[src/rtl/assoc_cache_if.sv]
// CPU request/response and word-serial memory signals of assoc_cache.
// The cache connects through the slave modport; the CPU/memory side uses master.
interface assoc_cache_if #(
   parameter int unsigned ADDR_W = 10,
   parameter int unsigned WORD_W = 32
);
   logic              cpuRead;
   logic              cpuWrite;
   logic [ADDR_W-1:0] cpuAddr;
   logic [WORD_W-1:0] cpuData;
   logic              hit;
   logic [WORD_W-1:0] rData;
   logic              read;
   logic              write;
   logic [ADDR_W-1:0] addr;
   logic [WORD_W-1:0] wData;
   logic [WORD_W-1:0] memData;
   logic              done_r;
   logic              done_w;

   modport slave (
      input  cpuRead, cpuWrite, cpuAddr, cpuData, memData, done_r, done_w,
      output hit, rData, read, write, addr, wData
   );

   modport master (
      output cpuRead, cpuWrite, cpuAddr, cpuData, memData, done_r, done_w,
      input  hit, rData, read, write, addr, wData
   );
endinterface

[src/rtl/assoc_cache.sv]
// N-way set-associative write-back, write-allocate cache with LRU replacement.
// CPU side holds a level request until hit; memory side moves one word per handshake.
module assoc_cache #(
   parameter int unsigned ADDR_W = 10,
   parameter int unsigned WORD_W = 32,
   parameter int unsigned SETS   = 4,
   parameter int unsigned WAYS   = 2,
   parameter int unsigned WORDS  = 4
) (
   input logic          clock,
   input logic          reset,
   assoc_cache_if.slave bus_io
);
   localparam int unsigned WSEL_W = $clog2(WORDS);
   localparam int unsigned IDX_W  = $clog2(SETS);
   localparam int unsigned TAG_W  = ADDR_W - WSEL_W - 2 - IDX_W;
   localparam int unsigned WAY_W  = (WAYS > 1) ? $clog2(WAYS) : 1;

   typedef logic [TAG_W-1:0]  tag_t;
   typedef logic [IDX_W-1:0]  idx_t;
   typedef logic [WSEL_W-1:0] wsel_t;
   typedef logic [WAY_W-1:0]  way_t;
   typedef logic [WORD_W-1:0] word_t;

   typedef enum logic [2:0] {StIdle, StLookup, StWb, StRefill, StResp} state_e;

   localparam wsel_t LastWord  = wsel_t'(WORDS - 1);
   localparam way_t  OldestAge = way_t'(WAYS - 1);

   state_e            state_q;
   tag_t              req_tag_q;
   idx_t              req_idx_q;
   wsel_t             req_wsel_q;
   word_t             req_wdata_q;
   logic              req_wr_q;
   way_t              way_q;
   wsel_t             cnt_q;
   logic              hit_q;
   logic              read_q;
   logic              write_q;
   logic [ADDR_W-1:0] addr_q;
   word_t             wdata_q;
   word_t             rdata_q;

   logic [WAYS-1:0] valid_q [SETS];
   logic [WAYS-1:0] dirty_q [SETS];
   way_t            age_q   [SETS][WAYS];
   tag_t            tag_q   [SETS][WAYS];
   word_t           data_q  [SETS][WAYS][WORDS];

   logic lookup_hit;
   way_t hit_way;
   way_t victim_way;
   way_t victim_age;
   logic fill_we;
   logic unused_addr_lsb;

   assign unused_addr_lsb = ^bus_io.cpuAddr[1:0];

   always_comb begin
      lookup_hit = 1'b0;
      hit_way    = '0;
      for (int w = 0; w < WAYS; w++) begin
         if (valid_q[req_idx_q][w] && (tag_q[req_idx_q][w] == req_tag_q)) begin
            lookup_hit = 1'b1;
            hit_way    = way_t'(w);
         end
      end
   end

   // Lowest-numbered invalid way wins; otherwise the oldest way (lowest index on a tie).
   always_comb begin
      victim_way = '0;
      victim_age = age_q[req_idx_q][0];
      for (int w = 1; w < WAYS; w++) begin
         if (age_q[req_idx_q][w] > victim_age) begin
            victim_way = way_t'(w);
            victim_age = age_q[req_idx_q][w];
         end
      end
      for (int w = WAYS - 1; w >= 0; w--) begin
         if (!valid_q[req_idx_q][w]) victim_way = way_t'(w);
      end
   end

   assign fill_we = !reset && state_q == StRefill && read_q && bus_io.done_r;

   always_ff @(posedge clock) begin
      if (reset) begin
         state_q     <= StIdle;
         req_tag_q   <= '0;
         req_idx_q   <= '0;
         req_wsel_q  <= '0;
         req_wdata_q <= '0;
         req_wr_q    <= 1'b0;
         way_q       <= '0;
         cnt_q       <= '0;
         hit_q       <= 1'b0;
         read_q      <= 1'b0;
         write_q     <= 1'b0;
         addr_q      <= '0;
         wdata_q     <= '0;
         rdata_q     <= '0;
         for (int s = 0; s < SETS; s++) begin
            valid_q[s] <= '0;
            dirty_q[s] <= '0;
            for (int w = 0; w < WAYS; w++) age_q[s][w] <= '0;
         end
      end else begin
         hit_q <= 1'b0;
         unique case (state_q)
            StIdle: begin
               // hit_q still high means the CPU has not yet dropped the serviced request.
               if (!hit_q && (bus_io.cpuRead || bus_io.cpuWrite)) begin
                  req_tag_q   <= bus_io.cpuAddr[ADDR_W-1 -: TAG_W];
                  req_idx_q   <= bus_io.cpuAddr[WSEL_W+2 +: IDX_W];
                  req_wsel_q  <= bus_io.cpuAddr[2 +: WSEL_W];
                  req_wdata_q <= bus_io.cpuData;
                  req_wr_q    <= bus_io.cpuWrite && !bus_io.cpuRead;
                  state_q     <= StLookup;
               end
            end
            StLookup: begin
               cnt_q <= '0;
               if (lookup_hit) begin
                  way_q   <= hit_way;
                  state_q <= StResp;
               end else begin
                  way_q   <= victim_way;
                  state_q <= dirty_q[req_idx_q][victim_way] ? StWb : StRefill;
               end
            end
            StWb: begin
               if (write_q) begin
                  if (bus_io.done_w) begin
                     write_q <= 1'b0;
                     cnt_q   <= cnt_q + 1'b1;
                     if (cnt_q == LastWord) state_q <= StRefill;
                  end
               end else begin
                  write_q <= 1'b1;
                  addr_q  <= {tag_q[req_idx_q][way_q], req_idx_q, cnt_q, 2'b00};
                  wdata_q <= data_q[req_idx_q][way_q][cnt_q];
               end
            end
            StRefill: begin
               if (read_q) begin
                  if (bus_io.done_r) begin
                     read_q <= 1'b0;
                     cnt_q  <= cnt_q + 1'b1;
                     if (cnt_q == LastWord) begin
                        valid_q[req_idx_q][way_q] <= 1'b1;
                        dirty_q[req_idx_q][way_q] <= 1'b0;
                        state_q                   <= StResp;
                     end
                  end
               end else begin
                  read_q <= 1'b1;
                  addr_q <= {req_tag_q, req_idx_q, cnt_q, 2'b00};
               end
            end
            StResp: begin
               hit_q   <= 1'b1;
               rdata_q <= req_wr_q ? req_wdata_q : data_q[req_idx_q][way_q][req_wsel_q];
               if (req_wr_q) dirty_q[req_idx_q][way_q] <= 1'b1;
               for (int w = 0; w < WAYS; w++) begin
                  if (way_t'(w) == way_q) begin
                     age_q[req_idx_q][w] <= '0;
                  end else if (age_q[req_idx_q][w] <= age_q[req_idx_q][way_q] &&
                               age_q[req_idx_q][w] != OldestAge) begin
                     age_q[req_idx_q][w] <= age_q[req_idx_q][w] + 1'b1;
                  end
               end
               state_q <= StIdle;
            end
            default: state_q <= StIdle;
         endcase
      end
   end

   always_ff @(posedge clock) begin
      if (fill_we) begin
         data_q[req_idx_q][way_q][cnt_q] <= bus_io.memData;
         if (cnt_q == LastWord) tag_q[req_idx_q][way_q] <= req_tag_q;
      end else if (!reset && state_q == StResp && req_wr_q) begin
         data_q[req_idx_q][way_q][req_wsel_q] <= req_wdata_q;
      end
   end

   assign bus_io.hit   = hit_q;
   assign bus_io.rData = rdata_q;
   assign bus_io.read  = read_q;
   assign bus_io.write = write_q;
   assign bus_io.addr  = addr_q;
   assign bus_io.wData = wdata_q;
endmodule

[src/flat_wrapper.sv]
// flat-port wrapper written by rule: the top's interface ports become plain ports
module assoc_cache_flat 
#(
   parameter int unsigned ADDR_W = 10,
   parameter int unsigned WORD_W = 32,
   parameter int unsigned SETS   = 4,
   parameter int unsigned WAYS   = 2,
   parameter int unsigned WORDS  = 4
)
  (clock, reset, bus_io_cpuRead, bus_io_cpuWrite, bus_io_cpuAddr, bus_io_cpuData, bus_io_memData, bus_io_done_r, bus_io_done_w, bus_io_hit, bus_io_rData, bus_io_read, bus_io_write, bus_io_addr, bus_io_wData);
  assoc_cache_if #(.ADDR_W(ADDR_W), .WORD_W(WORD_W)) bus_io_i ();
  input logic clock;
  input logic reset;
  input wire logic [$bits(bus_io_i.cpuRead)-1:0] bus_io_cpuRead;
  input wire logic [$bits(bus_io_i.cpuWrite)-1:0] bus_io_cpuWrite;
  input wire logic [$bits(bus_io_i.cpuAddr)-1:0] bus_io_cpuAddr;
  input wire logic [$bits(bus_io_i.cpuData)-1:0] bus_io_cpuData;
  input wire logic [$bits(bus_io_i.memData)-1:0] bus_io_memData;
  input wire logic [$bits(bus_io_i.done_r)-1:0] bus_io_done_r;
  input wire logic [$bits(bus_io_i.done_w)-1:0] bus_io_done_w;
  output wire logic [$bits(bus_io_i.hit)-1:0] bus_io_hit;
  output wire logic [$bits(bus_io_i.rData)-1:0] bus_io_rData;
  output wire logic [$bits(bus_io_i.read)-1:0] bus_io_read;
  output wire logic [$bits(bus_io_i.write)-1:0] bus_io_write;
  output wire logic [$bits(bus_io_i.addr)-1:0] bus_io_addr;
  output wire logic [$bits(bus_io_i.wData)-1:0] bus_io_wData;
  assign bus_io_i.cpuRead = bus_io_cpuRead;
  assign bus_io_i.cpuWrite = bus_io_cpuWrite;
  assign bus_io_i.cpuAddr = bus_io_cpuAddr;
  assign bus_io_i.cpuData = bus_io_cpuData;
  assign bus_io_i.memData = bus_io_memData;
  assign bus_io_i.done_r = bus_io_done_r;
  assign bus_io_i.done_w = bus_io_done_w;
  assign bus_io_hit = bus_io_i.hit;
  assign bus_io_rData = bus_io_i.rData;
  assign bus_io_read = bus_io_i.read;
  assign bus_io_write = bus_io_i.write;
  assign bus_io_addr = bus_io_i.addr;
  assign bus_io_wData = bus_io_i.wData;
  assoc_cache #(.ADDR_W(ADDR_W), .WORD_W(WORD_W), .SETS(SETS), .WAYS(WAYS), .WORDS(WORDS)) u_core (.clock(clock), .reset(reset), .bus_io(bus_io_i));
endmodule
[config.mk]
export PLATFORM = sky130hd
export DESIGN_NAME = assoc_cache_flat
export DESIGN_NICKNAME = d
export VERILOG_FILES = /design/src/rtl/assoc_cache_if.sv /design/src/rtl/assoc_cache.sv /design/src/flat_wrapper.sv
export SDC_FILE = /design/constraint.sdc
export NUM_CORES = 1
export LEC_CHECK = 0
export CAP_MARGIN = 20
export CORE_MARGIN = 1
export CORE_UTILIZATION = 28
export DETAILED_ROUTE_END_ITERATION = 10
export GPL_ROUTABILITY_DRIVEN = 0
export HOLD_SLACK_MARGIN = 0.15
export PLACE_DENSITY = 0.55
export SLEW_MARGIN = 10
export SYNTH_ARGS = -nofsm -noshare
export SYNTH_HDL_FRONTEND = slang
export SYNTH_SLANG_ARGS = --single-unit
[constraint.sdc]
create_clock -name clock -period 4.48 [get_ports clock]
set_input_delay 0.896 -clock clock [delete_from_list [all_inputs] [get_ports clock]]
set_output_delay 0.896 -clock clock [all_outputs]
set_load 0.005 [all_outputs]
==> summary.txt <==
Outcome
  • Status: complete, no violations

Critical path
  • CP endpoint kind: flip-flop
  • Slowest cell on the critical path: dfxtp_4
  • Crit Path Max Fanout: 28
  • Worst Path Arrival: 3.78 ns
  • Startpoint Class: flip-flop
  • Most used cell, CP: mux4_2
  • Worst stage delay on the critical path: 0.82 ns
  • Required @ worst endpoint: 5.08 ns
  • WP buf/inv: 1
  • Setup CP Type: reg2reg
  • CP Cell Sequence: buf_4 > mux4_2 > mux2_2 > mux4_2 > mux2i_1 > nor2_1
  • CP top delay family: multiplexers

Power
  • Clock Power Share: 33.4%
  • Comb pwr share: 21.1%
  • Internal Power: 20.7 mW
  • Sw Ratio: 28.6%
  • Lkg Pwr: 18.2 nW
  • Net Switching: 8.28 mW
  • Sequential share of power: 45.5%
  • Total Power: 28.9 mW
  • Max VDD drop: 0.000321 V
  • Pwr per Cell Area: 489 mW/mm^2

Global route
  • GRT Util Overall: 17.0%
  • Initial antenna violation count: 21
  • Number of global-route vias before repair: 27600
  • Global-route wire length before repair: 217000 um
  • GRT Residual Overflow: 0
  • Largest net degree at the start of global routing: 78

Run
  • Maxcap violations: 0

Route
  • DRT Wirelength: 156000 um
  • First-pass DRT Iterations: 5
  • Via count: 27500
  • Wire per inst: 29.1 um
  • Iteration-0 DRC Markers: 2595
  • DR vias/cell: 5.12
  • Routed Antenna Nets: 0
  • DRC: 0

Clock tree
  • Clock-pin slew on the worst setup and hold paths: 0.06 ns
  • H-tree Lvls: 3
  • Total clock sinks: 1204
  • Setup Fix Bufs, Post-CTS: 0
  • Root Buffer: clkbuf_16
  • Inserted Clock Buffers: 120
  • CTS tree: done
  • Resized cells post-CTS: 0
  • CTS Hold Bufs: 0
  • Clock Latency Late Sink: 0.76 ns
  • CTS max path bufs: 3

Timing
  • Worst Clk Skew: 0.0398 ns
  • Crit share post-route: 71.0%
  • Crit path time final: 3.18 ns
  • Final Hold Fails: 0
  • FMAX: 314 MHz
  • Max_slew headroom: 24.5%
  • Sum Neg Setup Slack: 0 ns
  • Hold Slack: 0.362 ns
  • Worst slew pin tran: 1.13 ns
  • Unrepaired setup endpoints after global routing: no
  • Setup violations, final: 0
  • Post-route setup slack: 1.30 ns
  • Pins Over Slew Limit: 0

Place
  • Dpl cells: 5137
  • Port-buffer cells: 152
  • Dpl hpwl: 99000 um
  • Dpl ws: 0.724 ns
  • DP Area: 0.0554 mm^2

Final layout
  • Final instance area: 0.0592 mm^2
  • Layout area overhead: 17.3%
  • Fill cells: 16900
  • Final net count: 2988
  • Share of post-route cells with drive strength above 1: 34.4%
  • Core Util, Final: 33.1%
  • Post-Layout Cell Count: 5364

Synthesis
  • Synth unique cells: 50
  • Post-synth EDFFs: 1080
  • Synthesized flop and latch total: 1204
  • Post-Syn Area: 0.0504 mm^2
  • Predominant post-synthesis flop cell: edfxtp_1
  • Syn Inst Count: 2722
  • Async SR Flop Fraction: 0%
  • Synthesized area per cell: 18.5 um^2
  • Ys Warns: 0
  • Sequential share of the synthesized area: 69.2%

Floorplan
  • Floorplan die height: 426 um
  • Die area: 0.182 mm^2
  • Die X: 426 um
  • Initial Util: 28.2%
  • Core Area: 0.179 mm^2
  • Site row count: 155
  • Ports: 157

Worst hold path
  • Worst Hold Class: in2reg
logic make-up after synthesis:
logic type / share of synthesized area (%)
simple gates: 3.08
buf+inv: 2.04
compound gates: 2.60
other cells: 0.00744
fa+ha+maj: 0.0992
xor+xnor: 0.139
mux: 22.8
flops: 69.2
power groups by stage:
stage               Clock (mW)  Sequential (mW)  Combinational (mW)
floorplan                    0             12.8                4.18
global placement             0             13.4                6.15
detailed placement           0             13.4                6.17
CTS                       9.84             13.2                6.19
global route              10.2             13.2                6.46
finish                    9.66             13.2                6.12
state kept, by name, indices dropped and copies added (netlist names), 32 cells and up, named ones only:
register	count
u_core.bus_io.rData	32
u_core.req_wdata_q	32
u_core.tag_q	32
u_core.bus_io.wData	32
u_core.data_q	1024
metal layers:
layer / global-route usage, % / share of wire [%] / vias to the layer above
met5: 0 / 0.067 / -
met4: 6.96 / 4.2 / 16
met3: 2.62 / 5.7 / 252
met2: 28.9 / 50 / 1024
met1: 21.6 / 40 / 14800
li1: - / - / 11400
layout by cell type (no fill, tap or decap), types with 7 or more instances in the layout:
| master | count |
|---|---|
| nor2_1 | 80 |
| buf_4 | 94 |
| mux4_2 | 301 |
| clkbuf_8 | 10 |
| nand2b_1 | 9 |
| or3_1 | 34 |
| clkbuf_16 | 122 |
| mux2i_1 | 37 |
| edfxtp_1 | 1080 |
| a21o_1 | 9 |
| o22ai_1 | 66 |
| and3_1 | 31 |
| nand2_1 | 104 |
| a21oi_1 | 87 |
| diode_2 | 7 |
| clkbuf_1 | 40 |
| nor2_4 | 36 |
| clkdlybuf4s50_1 | 151 |
| clkinv_1 | 19 |
| clkinv_2 | 13 |
| o21ai_0 | 35 |
| xnor2_1 | 8 |
| mux2_2 | 386 |
| dfxtp_1 | 121 |
| buf_12 | 24 |
| or2_2 | 11 |
layout make-up:
cell class,instances,area [um^2],share of cell area [%]
antenna,7,17.5,0.0296
clock buffer,172,3340,5.65
clock inverter,48,394,0.666
inverter,9,38.8,0.0656
multi-input combinational,1299,14800,25.0
sequential,1204,34900,59.0
tap,2355,2950,4.98
timing repair buffer,270,2710,4.58
cells in the mapped netlist, types with 7 or more instances:
cell	number	area share (%)
nor2_1	116	0.86
o21ai_0	35	0.35
or3_1	35	0.43
xnor2_1	8	0.14
buf_2	29	0.29
mux4_2	301	13
nand2_1	106	0.79
a21oi_1	87	0.86
a21o_1	9	0.13
inv_1	7	0.052
edfxtp_1	1080	64
mux2_2	386	8.6
clkbuf_1	104	0.77
and3_1	31	0.38
buf_6	21	0.47
o22ai_1	66	0.82
or2_2	11	0.14
buf_1	54	0.40
mux2i_1	37	0.73
nand2b_1	11	0.14
dfxtp_1	124	4.9
path summary, 6_finish.rpt:
kind | startpoint | to | slack [ns] | depth (start not counted)
hold / removal | reset | u_core.bus_io.rData[13] | 0.36 | 2
setup reg to reg | flip-flop | u_core.bus_io.wData[5] | 1.30 | 6
setup / recovery | flip-flop | u_core.bus_io.wData[5] | 1.30 | 6
hold reg to reg | u_core.bus_io.addr[9] | u_core.bus_io.addr[9] | 0.48 | 2
Power figures use the tool's default switching activity.
